File: config.mk
export PLATFORM = sky130hd
export DESIGN_NAME = regfile_dump_reader
export DESIGN_NICKNAME = d
export VERILOG_FILES = /design/src/rtl/regfile_dump_pkg.sv /design/src/rtl/regfile_dump_reader.sv
export SDC_FILE = /design/constraint.sdc
export NUM_CORES = 1
export LEC_CHECK = 0
export ABC_AREA = 1
export BUFFER_PORTS_ARGS = -buffer_cell sky130_fd_sc_hd__buf_4
export CAP_MARGIN = 20
export CELL_PAD_IN_SITES_DETAIL_PLACEMENT = 1
export CELL_PAD_IN_SITES_GLOBAL_PLACEMENT = 1
export CORE_UTILIZATION = 36
export DETAILED_ROUTE_END_ITERATION = 12
export GPL_TIMING_DRIVEN = 0
export PLACE_DENSITY_LB_ADDON = 0.08
export SLEW_MARGIN = 5
export SYNTH_ARGS = -nofsm -noshare
export SYNTH_HDL_FRONTEND = slang
export SYNTH_SLANG_ARGS = --single-unit
File: constraint.sdc
create_clock -name clk -period 2.5 [get_ports clk]
set_input_delay 0.5 -clock clk [delete_from_list [all_inputs] [get_ports clk]]
set_output_delay 0.5 -clock clk [all_outputs]
set_load 0.01 [all_outputs]
File: src/rtl/regfile_dump_pkg.sv
// Shared types and constants for the register-file dump reader.
// The FSM state encoding is fixed here so every user agrees on it.
package regfile_dump_pkg;

  localparam int NUM_REGS   = 32;
  localparam int REG_IDX_W  = 5;
  localparam int REG_DATA_W = 32;

  typedef enum logic [1:0] {
    ST_IDLE = 2'd0,
    ST_READ = 2'd1,
    ST_SEND = 2'd2,
    ST_DONE = 2'd3
  } dump_state_t;

endpackage

File: src/rtl/regfile_dump_reader.sv
// Walks register indices FIRST_REG..LAST_REG and streams each value out over a
// valid/ready port. Define DUMP_SKIP_ZERO_EN to suppress beats for zero registers.
module regfile_dump_reader
  import regfile_dump_pkg::*;
#(
  parameter int FIRST_REG = 0,
  parameter int LAST_REG  = 31
) (
  input  logic                  clk,
  input  logic                  reset_n,
  input  logic                  start,
  input  logic                  abort,
  output logic [REG_IDX_W-1:0]  rf_addr,
  input  logic [REG_DATA_W-1:0] rf_data,
  output logic                  out_valid,
  input  logic                  out_ready,
  output logic [REG_IDX_W-1:0]  out_idx,
  output logic [REG_DATA_W-1:0] out_data,
  output logic                  out_last,
  output logic                  busy,
  output logic                  done
);

  localparam logic [REG_IDX_W-1:0] FIRST_IDX = REG_IDX_W'(FIRST_REG);
  localparam logic [REG_IDX_W-1:0] LAST_IDX  = REG_IDX_W'(LAST_REG);

  dump_state_t           state_reg, state_next;
  logic [REG_IDX_W-1:0]  idx_reg, idx_next;
  logic [REG_IDX_W-1:0]  out_idx_reg, out_idx_next;
  logic [REG_DATA_W-1:0] out_data_reg, out_data_next;
  logic                  out_last_reg, out_last_next;
  logic                  idx_at_last;

  assign idx_at_last = (idx_reg == LAST_IDX);

`ifdef DUMP_SKIP_ZERO_EN
  // One nonzero beat is held back until the scan proves whether it is the last.
  logic                  pend_vld_reg, pend_vld_next;
  logic [REG_IDX_W-1:0]  pend_idx_reg, pend_idx_next;
  logic [REG_DATA_W-1:0] pend_data_reg, pend_data_next;
  logic                  scan_end_reg, scan_end_next;
  logic                  rf_nonzero;

  assign rf_nonzero = (rf_data != '0);
`endif

  always_ff @(posedge clk or negedge reset_n) begin
    if (!reset_n) begin
      state_reg     <= ST_IDLE;
      idx_reg       <= FIRST_IDX;
      out_idx_reg   <= '0;
      out_data_reg  <= '0;
      out_last_reg  <= 1'b0;
`ifdef DUMP_SKIP_ZERO_EN
      pend_vld_reg  <= 1'b0;
      pend_idx_reg  <= '0;
      pend_data_reg <= '0;
      scan_end_reg  <= 1'b0;
`endif
    end else begin
      state_reg     <= state_next;
      idx_reg       <= idx_next;
      out_idx_reg   <= out_idx_next;
      out_data_reg  <= out_data_next;
      out_last_reg  <= out_last_next;
`ifdef DUMP_SKIP_ZERO_EN
      pend_vld_reg  <= pend_vld_next;
      pend_idx_reg  <= pend_idx_next;
      pend_data_reg <= pend_data_next;
      scan_end_reg  <= scan_end_next;
`endif
    end
  end

  always_comb begin
    state_next     = state_reg;
    idx_next       = idx_reg;
    out_idx_next   = out_idx_reg;
    out_data_next  = out_data_reg;
    out_last_next  = out_last_reg;
    rf_addr        = '0;
`ifdef DUMP_SKIP_ZERO_EN
    pend_vld_next  = pend_vld_reg;
    pend_idx_next  = pend_idx_reg;
    pend_data_next = pend_data_reg;
    scan_end_next  = scan_end_reg;
`endif

    case (state_reg)
      ST_IDLE: begin
        if (start && !abort) begin
          state_next    = ST_READ;
          idx_next      = FIRST_IDX;
`ifdef DUMP_SKIP_ZERO_EN
          pend_vld_next = 1'b0;
          scan_end_next = 1'b0;
`endif
        end
      end

      ST_READ: begin
        rf_addr = idx_reg;
        if (abort) begin
          state_next = ST_IDLE;
        end else begin
`ifdef DUMP_SKIP_ZERO_EN
          if (rf_nonzero) begin
            if (pend_vld_reg) begin
              // A newer nonzero proves the held beat is not the last one.
              out_idx_next   = pend_idx_reg;
              out_data_next  = pend_data_reg;
              out_last_next  = 1'b0;
              pend_idx_next  = idx_reg;
              pend_data_next = rf_data;
              state_next     = ST_SEND;
            end else if (idx_at_last) begin
              out_idx_next  = idx_reg;
              out_data_next = rf_data;
              out_last_next = 1'b1;
              state_next    = ST_SEND;
            end else begin
              pend_vld_next  = 1'b1;
              pend_idx_next  = idx_reg;
              pend_data_next = rf_data;
            end
          end else if (idx_at_last) begin
            if (pend_vld_reg) begin
              out_idx_next  = pend_idx_reg;
              out_data_next = pend_data_reg;
              out_last_next = 1'b1;
              pend_vld_next = 1'b0;
              state_next    = ST_SEND;
            end else begin
              state_next = ST_DONE;
            end
          end
          if (idx_at_last) begin
            scan_end_next = 1'b1;
          end else begin
            idx_next = idx_reg + 5'd1;
          end
`else
          out_idx_next  = idx_reg;
          out_data_next = rf_data;
          out_last_next = idx_at_last;
          state_next    = ST_SEND;
`endif
        end
      end

      ST_SEND: begin
        if (abort) begin
          state_next = ST_IDLE;
        end else if (out_ready) begin
`ifdef DUMP_SKIP_ZERO_EN
          if (!scan_end_reg) begin
            state_next = ST_READ;
          end else if (pend_vld_reg) begin
            out_idx_next  = pend_idx_reg;
            out_data_next = pend_data_reg;
            out_last_next = 1'b1;
            pend_vld_next = 1'b0;
          end else begin
            state_next = ST_DONE;
          end
`else
          if (idx_at_last) begin
            state_next = ST_DONE;
          end else begin
            idx_next   = idx_reg + 5'd1;
            state_next = ST_READ;
          end
`endif
        end
      end

      ST_DONE: begin
        state_next = ST_IDLE;
      end

      default: begin
        state_next = ST_IDLE;
      end
    endcase
  end

  assign out_valid = (state_reg == ST_SEND);
  assign out_idx   = out_idx_reg;
  assign out_data  = out_data_reg;
  assign out_last  = out_last_reg;
  assign busy      = (state_reg != ST_IDLE);
  // An abort landing on the DONE cycle cancels the completion pulse.
  assign done      = (state_reg == ST_DONE) && !abort;

endmodule

Word-level counts from Yosys, hierarchy flattened:

Cells that the tools add are included.

* eq/ne operators: 9
* reductions and logical operators: 9
* multiplexer cells: 12
* bitwise logic cells: 1
* $add $sub $neg: 1

Operator list (count)
* $mux W5: 5
* $mux W2: 5
* $pmux W5 S2: 1
* $pmux W2 S4: 1
* $ne A2 B2 Y1 const B: 3
* $add A5 B1 Y5 const B: 1
* $eq A5 B5 Y1 const B: 1
* $reduce_and A5 Y1: 1
* $eq A2 B2 Y1 const B: 2
* $reduce_and A2 Y1: 2
* $reduce_bool A2 Y1: 2
* $ne A3 B2 Y1 const B: 1
* $eq A2 B1 Y1 const B: 1
* $logic_and A1 B1 Y1: 2
* $logic_not A2 Y1: 1
* $ne A2 B1 Y1 const B: 1
* $logic_not A1 Y1: 1
* $not A1 Y1: 1

* input bits: 37
* logic and storage cells: 37
* register bits: 45

Logic depth before layout (Yosys ltp):

Gate-level depths: netlist of run 1.

* depth in word-level cells: 5
* mapped depth: 10
* mapped depth without buffers: 10

Worst setup path after synthesis of run 1:

OpenSTA, ideal clock, no wires.

* kind: register to register
* start point: register idx_reg[0]
* end point: register idx_reg[1]
* setup slack: 1.054 ns
* data arrival time: 1.329 ns
* path buffers: 0
* library setup time: 0.117 ns
* cell stages (with the launch flop): 11
* cell sequence: dfrtp_1 > ha_1 > nand2_1 > nor2_1 > ha_1 > nor2_1 > nand2_1 > nand2_1 > nand2_2 > nand2_1 > nand2_1

* elaborated cells on any way between the ends: 8
* those cells by class: 1 x add/sub; 2 x eq/ne; 4 x mux; 1 x reduce/logical

RTL lines
* start, declared: line regfile_dump_reader.sv:28 `logic [REG_IDX_W-1:0] idx_reg, idx_next;`
* start signal, assigned: line regfile_dump_reader.sv:62 `idx_reg <= idx_next;`
* $eq A5 B5 Y1: line regfile_dump_reader.sv:34 `assign idx_at_last = (idx_reg == LAST_IDX);`
* net idx_at_last: line regfile_dump_reader.sv:32 `logic idx_at_last;`
* $ne A2 B2 Y1 (no line)
* $reduce_and A5 Y1 (no line)

The timed path passes the listed nets, and every way through them passes these cells. The select of a mux whose other input is x is not followed.
A chain may end at the register's enable or synchronous reset.

Worst setup path in the final report of run 1:

* start point: register state_reg[1]
* end point: output rf_addr[4]

* longest elaborated chain between the ends: 2

RTL lines
* start, declared: line regfile_dump_reader.sv:27 `dump_state_t state_reg, state_next;`
* start signal, assigned: line regfile_dump_reader.sv:61 `state_reg <= state_next;`
* $eq A2 B1 Y1: line regfile_dump_reader.sv:89 `case (state_reg)`
* $mux W5: line regfile_dump_reader.sv:89
* end, declared: line regfile_dump_reader.sv:13 `output logic [REG_IDX_W-1:0] rf_addr,`

No other way between the ends.

==> impl_results.rst, run 1 <==
.. list-table::
   :header-rows: 1

   * - Metric
     - Value
   * - Commonest register cell after synthesis
     - sky130_fd_sc_hd__dfrtp_1
   * - Vias
     - 1816
   * - Clock-pin transition on the worst setup and hold timing paths
     - 0.08 ns
   * - Slew at the pin with the worst max-slew slack
     - 0.578 ns
   * - CP max stage cell
     - sky130_fd_sc_hd__dfrtp_1
   * - Vert. Die Dim
     - 76.2 µm
   * - Number of antenna cells inserted
     - 0
   * - Number of buffers inserted by port buffering
     - 82
   * - RSZ-0062 raised after global routing
     - false
   * - Via count of the first global-routing pass
     - 1827
   * - Fraction of final layout cells sized beyond drive strength 1
     - approximately a third
   * - Syn-to-layout area delta
     - 39.3%
   * - Number of nets at the end of the flow
     - 356
   * - Post-CTS setup repair buffer count
     - 0
   * - Kind of start point of the critical path
     - flip-flop
   * - Area of the die
     - 5800 µm²
   * - Number of maximum-capacitance violations
     - 0
   * - CTS tree
     - built
   * - Chip width
     - between 70 and 80 µm
   * - Number of different library cells in the post-synthesis netlist
     - 16
   * - Synthesized netlist net count
     - 267
   * - Cell area reported after detailed placement
     - ~2700 µm²
   * - Cell area after synthesis
     - 1980 µm²
   * - Sequential share of the synthesized area
     - 56.9%
   * - Final count of hold timing violations
     - 0
   * - Wire length of the first global-routing pass
     - 8540 µm
   * - Top-Level Pins
     - 83
   * - Syn. warnings
     - 0
   * - Share of async-settable or async-resettable flops after synthesis
     - 100%
   * - Remaining number of nets flagged by the antenna check after routing
     - 0
   * - Standard-cell rows
     - 26
   * - Largest clock skew in the final design
     - 0.00503 ns
   * - Global-route congestion overflow total
     - 0
   * - TritonCTS sink count
     - 45
   * - Worst ir drop on vdd
     - 0.284 mV
   * - Crit path arrival time
     - 1.32 ns
   * - Critical Path End Type
     - output port
   * - Worst hold path class
     - in2async
   * - Highest fanout seen on the critical path
     - 8
   * - Count of flip-flops with a built-in enable after synthesis
     - 0
   * - Setup-failing EPs final
     - 0
   * - Count of TritonRoute iterations in the first routing pass
     - 4
   * - DR iter-0 viols
     - 52
   * - Aggregate negative setup slack
     - 0 ns
   * - CP peak stage delay
     - 0.46 ns
   * - Post-detail-place hpwl
     - ~3600 µm
   * - GP Congestion
     - 0.767
   * - Largest register FFs
     - 32
   * - Core outline area
     - 5200 µm²
   * - Peak Freq
     - 549 MHz
   * - Period minus WS final
     - 1.82 ns
   * - Part of the cycle the worst path needs
     - about 73%
   * - Finished layout cell area
     - 2760 µm²
   * - Critical path class
     - reg2out
   * - Total CTS buffers
     - 5
   * - Worst Hold Margin
     - 0.205 ns
   * - Root Buffer
     - sky130_fd_sc_hd__clkbuf_8
   * - Maximum number of pins on one net before global-route repair
     - between 40 and 50
   * - Skew-Pair Late Insertion Delay
     - 0.29 ns
   * - Headroom to the max-slew limit
     - between 60 and 70%
   * - Power density over cell area
     - 713 nW/µm²
   * - All-layer global routing usage
     - 18.2%
   * - Post-route DRC violation count
     - 0
   * - Cell leakage power
     - ~1.5 nW
   * - Max Transition Viols Final
     - 0
   * - Seq cells post-synth
     - 45
   * - Mean Syn Cell Area
     - 8.68 µm²
   * - Initial antenna violation count
     - 0
   * - Wire per inst
     - approximately 13 µm
   * - Max clock buf depth
     - 2
   * - H-tree levels
     - 2
   * - Total length of routed wires
     - 4920 µm
   * - Vias per cell
     - 4.70
   * - Resized Gates After CTS
     - 0
   * - Gate count of the mapped netlist
     - 228
   * - Crit path required time
     - 2.00 ns
   * - Outcome
     - finished, final reports clean
   * - Initial cell density of the core
     - a little under two fifths
   * - Cell-by-cell trace of the critical path
     - nor2_8, inv_1, nor2_1, buf_4
   * - Count of hold buffers inserted by post-cts repair
     - 0
-- routing by layer --
metal,vias up,wire [µm],share of wire [%],global-route usage [%]
met3,8,244,5.0,3.35
met1,864,2150,44,23.6
met2,52,2450,50,30.4
met5,-,0,0,0
li1,892,-,-,-
met4,0,76,1.5,6.92
-- power breakdown --
group	total (mW)	switching [mW]	internal, mW
sequential	0.964	0.0851	0.879
combinational	0.589	0.291	0.298
clock	0.413	0.229	0.184
total	1.97	0.605	1.36
-- Yosys cell counts (2+ instances only) --
master / number / share of area, %
sky130_fd_sc_hd__nand3_1: 38 / 9.6
sky130_fd_sc_hd__inv_1: 10 / 1.9
sky130_fd_sc_hd__nand2_1: 96 / 18
sky130_fd_sc_hd__buf_2: 6 / 1.5
sky130_fd_sc_hd__inv_2: 3 / 0.57
sky130_fd_sc_hd__ha_1: 2 / 1.3
sky130_fd_sc_hd__buf_6: 4 / 2.3
sky130_fd_sc_hd__nand2_4: 2 / 1.1
sky130_fd_sc_hd__o21ai_2: 5 / 2.2
sky130_fd_sc_hd__dfrtp_1: 45 / 57
sky130_fd_sc_hd__nor2_1: 12 / 2.3
-- kinds of logic (layout without fill, tap and decap cells) --
logic type | after synthesis | in the layout | synth area share, %
and+or+nand+nor | 152 | 152 | 33.1
DFF | 45 | 45 | 56.9
buffers and inverters | 23 | 111 | 6.26
AOI/OAI and AO/OA | 6 | 6 | 2.46
adders and majority gates | 2 | 2 | 1.26
-- area by class of cell --
| class | count | area (µm²) |
|---|---|---|
| Tap cell | 70 | 87.6 |
| Clock inverter | 1 | 5.00 |
| Fill cell | 642 | 2450 |
| Timing Repair Buffer | 82 | 616 |
| Multi-Input combinational cell | 160 | 729 |
| Clock buffer | 5 | 68.8 |
| Inverter | 13 | 48.8 |
| Buffer | 10 | 75.1 |
| Sequential cell | 45 | 1130 |
-- worst max-delay path, delay by kind of cell (launching register included) --
kind                   cells  cell delay (ns)
buffers and inverters      2             0.25
DFF                        1             0.46
and+or+nand+nor            2             0.32
-- placed cells by master, fill, tap and decap left out, types with 2 or more instances in the layout --
cell and n:
sky130_fd_sc_hd__buf_6 4, sky130_fd_sc_hd__clkbuf_8 5, sky130_fd_sc_hd__buf_4 82, sky130_fd_sc_hd__inv_1 10, sky130_fd_sc_hd__ha_1 2, sky130_fd_sc_hd__nand2_4 2, sky130_fd_sc_hd__o21ai_2 5, sky130_fd_sc_hd__buf_2 6
sky130_fd_sc_hd__dfrtp_1 45, sky130_fd_sc_hd__inv_2 3, sky130_fd_sc_hd__nand3_1 38, sky130_fd_sc_hd__nor2_1 12, sky130_fd_sc_hd__nand2_1 96
-- final timing paths --
path	startpoint	endpoint	slack (ns)	depth (start not counted)
setup / recovery	state_reg[1]	rf_addr[4]	0.68	4
hold / removal	reset_n	out_data[26]	0.21	1
setup reg to reg	idx_reg[0]	idx_reg[4]	0.85	10
hold reg to reg	out_last	out_last	0.47	2
max in group asynchronous	reset_n	out_data[10]	1.90	1
min in group clk	rf_data[8]	out_data[8]	0.43	3
-- per-stage QoR --
stage	worst slack, ns	instances	util (%)	total power [mW]
after floorplan	1.05	228	-	1.23
after global placement	0.883	380	51.5	1.57
after detailed placement	0.847	380	51.5	1.58
after CTS	0.640	386	53.0	2.00
after global routing	0.573	386	53.0	2.09
final	0.679	386	53.0	1.97
No activity file was read; power rests on OpenSTA's default activity.
==> run 2: changes to the inputs <==
CORE_UTILIZATION = 34   (was 36)
clock period = 1.85 ns   (was 2.5 ns; I/O delays follow)
==> run 2 against run 1 <==
  * Critical path depth unchanged
  * Design area up 1.6%
  * Clock-buffer cell count increased by 2
  * Sequential power is 35% higher
  * Clock skew is 0.00078 ns higher
  * Total power is 46% higher
  * Sequential cell count stayed put
  * Critical endpoint unchanged
  * Largest power group unchanged
  * Highest routed layer unchanged
==> impl_results.rst, run 2 (same netlist as run 1, synthesis figures left out) <==
.. list-table::
   :header-rows: 1

   * - Metric
     - Value
   * - Outcome
     - finished, final reports clean
   * - DR iter-0 viols
     - 80 (+54%)
   * - Resized Gates After CTS
     - 0 (unchanged)
   * - All-layer global routing usage
     - 18.0% (-0.23 points)
   * - Most common cell after layout, fill and taps aside
     - sky130_fd_sc_hd__nand2_1
   * - Setup-failing EPs final
     - 0 (unchanged)
   * - Number of maximum-capacitance violations
     - 0 (unchanged)
   * - Syn-to-layout area delta
     - 41.5%
   * - Kind of start point of the critical path
     - flip-flop
   * - Final count of hold timing violations
     - 0 (unchanged)
   * - H-tree levels
     - 2 (unchanged)
   * - Logic depth of the worst setup path including buffers
     - 4 (unchanged)
   * - Overall power consumption
     - 2.88 mW (+46%)
   * - Headroom to the max-slew limit
     - 59.9% (-1.5 points)
   * - Wire per inst
     - 13.1 µm (+3.0%)
   * - Clock share of power
     - 27.0% (+6.0 points)
   * - Critical Path End Type
     - output port
   * - CTS tree
     - built
   * - Slew at the pin with the worst max-slew slack
     - 0.601 ns (+0.0226 ns)
   * - Chip width
     - 78.3 µm (+2.8%)
   * - Total length of routed wires
     - 5130 µm (+4.1%)
   * - Vert. Die Dim
     - 78.3 µm (+2.8%)
   * - Aggregate negative setup slack
     - 0 ns (unchanged)
   * - Area of the die
     - 6130 µm² (+5.7%)
   * - Sequential Power Share
     - 45.1% (-3.9 points)
   * - Post-CTS setup repair buffer count
     - 0 (unchanged)
   * - Global-route congestion overflow total
     - 0 (unchanged)
   * - Core outline area
     - 5570 µm² (+7.1%)
   * - Register-to-Register Path Depth
     - 10 (unchanged)
   * - CP max stage cell
     - sky130_fd_sc_hd__dfrtp_1
   * - Part of the cycle the worst path needs
     - 93.3%
   * - Number of buffers inserted by port buffering
     - 82 (unchanged)
   * - Maximum number of pins on one net before global-route repair
     - 46 (unchanged)
   * - Count of hold buffers inserted by post-cts repair
     - 0 (unchanged)
   * - Number of nets at the end of the flow
     - 356 (unchanged)
   * - Dominant delay contributor by cell family on the critical path
     - flip-flops
   * - Total internal power
     - 2.03 mW (+49%)
   * - Clock-pin transition on the worst setup and hold timing paths
     - 0.09 ns (about the same)
   * - Period minus WS final
     - between 1.5 and 2 ns
   * - Remaining number of nets flagged by the antenna check after routing
     - 0 (unchanged)
   * - Wire length of the first global-routing pass
     - 8520 µm (-0.16%)
   * - RSZ-0062 raised after global routing
     - false
   * - Skew-Pair Late Insertion Delay
     - 0.29 ns (about the same)
   * - Initial antenna violation count
     - 0 (unchanged)
   * - Power density over cell area
     - 1030 nW/µm² (+44%)
   * - Worst hold path class
     - in2async
   * - Switch share
     - 29.4% (-1.3 points)
   * - Standard-cell rows
     - 27 (+3.8%)
   * - Most used cells in the layout excluding fill and tap cells
     - 96 x sky130_fd_sc_hd__nand2_1, 82 x sky130_fd_sc_hd__buf_4, 45 x sky130_fd_sc_hd__dfrtp_1, 38 x sky130_fd_sc_hd__nand3_1, 12 x sky130_fd_sc_hd__nor2_1
   * - Max Transition Viols Final
     - 0 (unchanged)
   * - Peak Freq
     - 579 MHz
   * - Top-Level Pins
     - 83 (unchanged)
   * - TritonCTS sink count
     - 45 (unchanged)
   * - Post-detail-place hpwl
     - 3710 µm (+4.0%)
   * - Initial cell density of the core
     - 35.5% (-2.5 points)
   * - Root Buffer
     - sky130_fd_sc_hd__clkbuf_8
   * - Crit path required time
     - 1.48 ns (-0.52 ns)
   * - Vias per cell
     - 4.54 (-3.5%)
   * - Count of TritonRoute iterations in the first routing pass
     - 4 (unchanged)
   * - Largest register FFs
     - 32 (unchanged)
   * - GP Congestion
     - 0.713 (-7.1%)
   * - Cell leakage power
     - 1.56 nW (+1.2%)
   * - Post-route DRC violation count
     - 0 (unchanged)
   * - Number of antenna cells inserted
     - 0 (unchanged)
   * - CP peak stage delay
     - 0.47 ns (about the same)
   * - Largest clock skew in the final design
     - 0.00581 ns (+0.000783 ns)
   * - Cell-by-cell trace of the critical path
     - nor2_8, inv_1, nor2_1, buf_4
   * - Critical path class
     - reg2out
   * - Via count of the first global-routing pass
     - 1835 (+0.44%)
   * - Fraction of final layout cells sized beyond drive strength 1
     - 34.9% (+0.096 points)
   * - Part of the total power dissipated in combinational logic
     - 27.9% (-2.1 points)
   * - Switching Power
     - 0.848 mW (+40%)
   * - Worst path buffer plus inverter count
     - 2 (unchanged)
   * - Worst ir drop on vdd
     - 0.316 mV (+11%)
   * - Vias
     - 1771 (-2.5%)
   * - Max clock buf depth
     - 2 (unchanged)
   * - Crit path arrival time
     - 1.36 ns (+0.04 ns)
   * - Highest fanout seen on the critical path
     - 8 (unchanged)
   * - Total CTS buffers
     - 5 (unchanged)
run 2: cell count changes in the layout (fill, tap and decap cells not counted):
cell / change
sky130_fd_sc_hd__bufinv_16: +1
sky130_fd_sc_hd__clkbuf_1: +1
sky130_fd_sc_hd__clkbuf_8: +1
sky130_fd_sc_hd__clkinv_2: -1
run 2: metal layers:
metal	GRT usage (%)	part of all wire, %	vias up
li1	-	-	892
met1	21.7	45	825
met2	31.7	48	47
met3	4.30	5.4	7
met4	5.56	1.2	0
met5	0	0	-
run 2: per-stage QoR:
step / std cells / setup WS, ns / instance area [µm²] / hold slack, ns / util (%)
final: 390 / 0.124 / 2800 / 0.0708 / 50.3
after global routing: 390 / 0.0219 / 2800 / 0.125 / 50.3
after CTS: 390 / 0.0862 / 2800 / 0.0965 / 50.3
after detailed placement: 382 / 0.224 / 2690 / 0.419 / 48.2
after global placement: 382 / 0.227 / 2690 / 0.420 / 48.2
after floorplan: 228 / 0.404 / 1980 / 0.0744 / -
run 2: final cells by class:
class / instances / area, µm²
Buffer: 10 / 75.1
Sequential cell: 45 / 1130
Clock buffer: 7 / 86.3
Fill cell: 699 / 2770
Inverter: 13 / 48.8
Multi-Input combinational cell: 160 / 729
Tap cell: 72 / 90.1
Clock inverter: 1 / 30.0
Timing Repair Buffer: 82 / 616
run 2: worst paths after layout:
path | slack, ns | endpoint | start
setup / recovery | 0.12 | rf_addr[4] | state_reg[1]
hold / removal | 0.07 | out_data[30] | reset_n
setup reg to reg | 0.22 | idx_reg[0] | idx_reg[0]
hold reg to reg | 0.47 | out_data[10] | out_data[10]
max in group asynchronous | 1.36 | out_idx[3] | reset_n
min in group clk | 0.30 | out_data[4] | rf_data[4]
run 2: worst register-to-register path: cells and delay by family, from the launching register on:
kind	cells	cell delay (ns)
flops	1	0.43
fa+ha+maj	2	0.46
simple gates	8	0.67
run 2: power by group through the flow:
stage / combinational (mW) / clock (mW) / sequential (mW)
final: 0.802 / 0.777 / 1.30
after global routing: 0.890 / 0.841 / 1.33
after CTS: 0.821 / 0.803 / 1.30
after detailed placement: 0.820 / 0 / 1.32
after global placement: 0.802 / 0 / 1.31
after floorplan: 0.247 / 0 / 1.41
==> run 3: changes to the inputs <==
CORE_MARGIN = 3   (was unset)
CORE_UTILIZATION = 36   (was 34)
clock period = 2 ns   (was 1.85 ns; I/O delays follow)
==> run 3 against run 2 <==
  * Register-to-register slack gained 0.11 ns
  * Non-clock buffer count did not move
  * Clock skew up 0.0039 ns
  * Die area grew 4.8%
  * Combinational power is 7.2% lower
  * Sequential power fell by 7%
  * First-iteration DRC count shrank 44%
  * Core utilization increased by 2.9 points
  * Clock power fell by 29%
  * Highest routed layer unchanged
==> impl_results.rst, run 3 (same netlist as run 1, synthesis figures left out) <==
.. list-table::
   :header-rows: 1

   * - Metric
     - Value
   * - Outcome
     - finished, final reports clean
   * - Vias
     - 1806 (+2.0%)
   * - Crit path arrival time
     - 1.34 ns (-0.02 ns)
   * - Chip width
     - 80.2 µm (+2.4%)
   * - Resized Gates After CTS
     - 0 (unchanged)
   * - RSZ-0062 raised after global routing
     - false
   * - Worst ir drop on vdd
     - 0.371 mV (+18%)
   * - Most common cell after layout, fill and taps aside
     - sky130_fd_sc_hd__nand2_1
   * - Clock-pin transition on the worst setup and hold timing paths
     - 0.08 ns (about the same)
   * - TritonCTS sink count
     - 45 (unchanged)
   * - Highest fanout seen on the critical path
     - 8 (unchanged)
   * - Clock share of power
     - 22.0% (-5.0 points)
   * - Count of TritonRoute iterations in the first routing pass
     - 4 (unchanged)
   * - Max Transition Viols Final
     - 0 (unchanged)
   * - Kind of start point of the critical path
     - flip-flop
   * - Max clock buf depth
     - 2 (unchanged)
   * - Part of the cycle the worst path needs
     - 87.1%
   * - Skew-Pair Late Insertion Delay
     - 0.30 ns (about the same)
   * - CTS tree
     - built
   * - Initial cell density of the core
     - 38.0% (+2.5 points)
   * - H-tree levels
     - 2 (unchanged)
   * - Number of maximum-capacitance violations
     - 0 (unchanged)
   * - Number of antenna cells inserted
     - 0 (unchanged)
   * - Sequential Power Share
     - 48.2% (+3.1 points)
   * - Period minus WS final
     - approximately 1.7 ns
   * - Root Buffer
     - sky130_fd_sc_hd__clkbuf_8
   * - Switch share
     - 31.3% (+1.8 points)
   * - Most used cells in the layout excluding fill and tap cells
     - 96 x sky130_fd_sc_hd__nand2_1, 82 x sky130_fd_sc_hd__buf_4, 45 x sky130_fd_sc_hd__dfrtp_1, 38 x sky130_fd_sc_hd__nand3_1, 12 x sky130_fd_sc_hd__nor2_1
   * - Overall power consumption
     - 2.50 mW (-13%)
   * - Global-route congestion overflow total
     - 0 (unchanged)
   * - DR iter-0 viols
     - 45 (-44%)
   * - Largest register FFs
     - 32 (unchanged)
   * - Total CTS buffers
     - 5 (unchanged)
   * - Area of the die
     - 6420 µm² (+4.8%)
   * - Total internal power
     - 1.72 mW (-15%)
   * - Wire per inst
     - 13.5 µm (+2.5%)
   * - Vert. Die Dim
     - 80.2 µm (+2.4%)
   * - Wire length of the first global-routing pass
     - 8660 µm (+1.6%)
   * - Post-route DRC violation count
     - 0 (unchanged)
   * - Number of nets at the end of the flow
     - 356 (unchanged)
   * - Vias per cell
     - 4.65 (+2.5%)
   * - Initial antenna violation count
     - 0 (unchanged)
   * - Critical path class
     - reg2out
   * - Core outline area
     - 5200 µm² (-6.6%)
   * - Count of hold buffers inserted by post-cts repair
     - 0 (unchanged)
   * - Total length of routed wires
     - 5230 µm (+2.0%)
   * - Maximum number of pins on one net before global-route repair
     - 46 (unchanged)
   * - Critical Path End Type
     - output port
   * - Switching Power
     - 0.782 mW (-7.8%)
   * - GP Congestion
     - 0.751 (+5.4%)
   * - Aggregate negative setup slack
     - 0 ns (unchanged)
   * - Final count of hold timing violations
     - 0 (unchanged)
   * - Headroom to the max-slew limit
     - 61.1% (+1.1 points)
   * - Syn-to-layout area delta
     - 39.8%
   * - Setup-failing EPs final
     - 0 (unchanged)
   * - Top-Level Pins
     - 83 (unchanged)
   * - All-layer global routing usage
     - 17.2% (-0.82 points)
   * - Post-CTS setup repair buffer count
     - 0 (unchanged)
   * - Remaining number of nets flagged by the antenna check after routing
     - 0 (unchanged)
   * - Fraction of final layout cells sized beyond drive strength 1
     - 34.6% (-0.31 points)
   * - Standard-cell rows
     - 26 (-3.7%)
   * - Filler cell count in the final layout
     - 660 (-5.6%)
   * - Worst hold path class
     - in2async
   * - Post-detail-place hpwl
     - 3910 µm (+5.4%)
   * - Power density over cell area
     - 904 nW/µm² (-12%)
   * - Slew at the pin with the worst max-slew slack
     - 0.584 ns (-0.0166 ns)
   * - Largest clock skew in the final design
     - 0.00967 ns (+0.00386 ns)
   * - Number of buffers inserted by port buffering
     - 82 (unchanged)
   * - Via count of the first global-routing pass
     - 1878 (+2.3%)
   * - Part of the total power dissipated in combinational logic
     - 29.8% (+1.9 points)
   * - Crit path required time
     - 1.60 ns (+0.12 ns)
   * - Peak Freq
     - 574 MHz
   * - Cell leakage power
     - 1.54 nW (-1.3%)
==> run 3: cell count changes in the layout (fill, tap and decap cells not counted), sizes merged <==
cell	delta
clkinvlp	+1
bufinv	-1
==> run 3: critical path, stage by stage (launching register included) <==
cell and delay [ns]:
sky130_fd_sc_hd__dfrtp_1 0.46, sky130_fd_sc_hd__nor2_8 0.20, sky130_fd_sc_hd__inv_1 0.12, sky130_fd_sc_hd__nor2_1 0.12, sky130_fd_sc_hd__buf_4 0.13
==> run 3: power groups by stage <==
stage          Clock, mW  Sequential, mW  Combinational (mW)
3_3_place_gp           0            1.22               0.742
4_1_cts            0.578            1.21               0.764
2_1_floorplan          0            1.31               0.229
6_report           0.551            1.21               0.744
3_5_place_dp           0            1.23               0.763
5_1_grt            0.613            1.23               0.831
==> run 3: worst paths after layout <==
path	from	endpoint	slack, ns	cells past startpoint
setup / recovery	state_reg[1]	rf_addr[4]	0.26	4
hold / removal	reset_n	out_data[31]	0.1	1
setup reg to reg	idx_reg[0]	idx_reg[4]	0.33	10
hold reg to reg	out_data[26]	out_data[26]	0.48	2
max in group asynchronous	reset_n	idx_reg[4]	1.50	1
min in group clk	rf_data[13]	out_data[13]	0.33	3
==> run 3: per-stage QoR <==
step	hold WS, ns	std cells	util (%)	setup WS, ns	cell area, µm²
after floorplan	0.104	228	-	0.554	1980
after global placement	0.442	380	51.5	0.374	2680
after detailed placement	0.444	380	51.5	0.333	2680
after CTS	0.114	388	53.1	0.217	2770
after global routing	0.132	388	53.1	0.124	2770
final	0.0970	388	53.1	0.258	2770
==> run 3: cell type report <==
cell class                 count  area (µm²)  area share [%]
timing repair buffer          82         616            22.3
buffer                        10        75.1            2.71
multi-input combinational    160         729            26.4
inverter                      13        48.8            1.76
clock buffer                   7        76.3            2.76
tap                           70        87.6            3.17
clock inverter                 1        7.51           0.271
sequential                    45        1130            40.7
==> run 3: routing by layer <==
metal,track usage [%],vias to the layer above,wire length (µm)
met2,30.1,47,2680
met4,4.56,0,55
met5,0,-,0
li1,-,893,-
met3,4.82,5,317
met1,20.6,861,2170
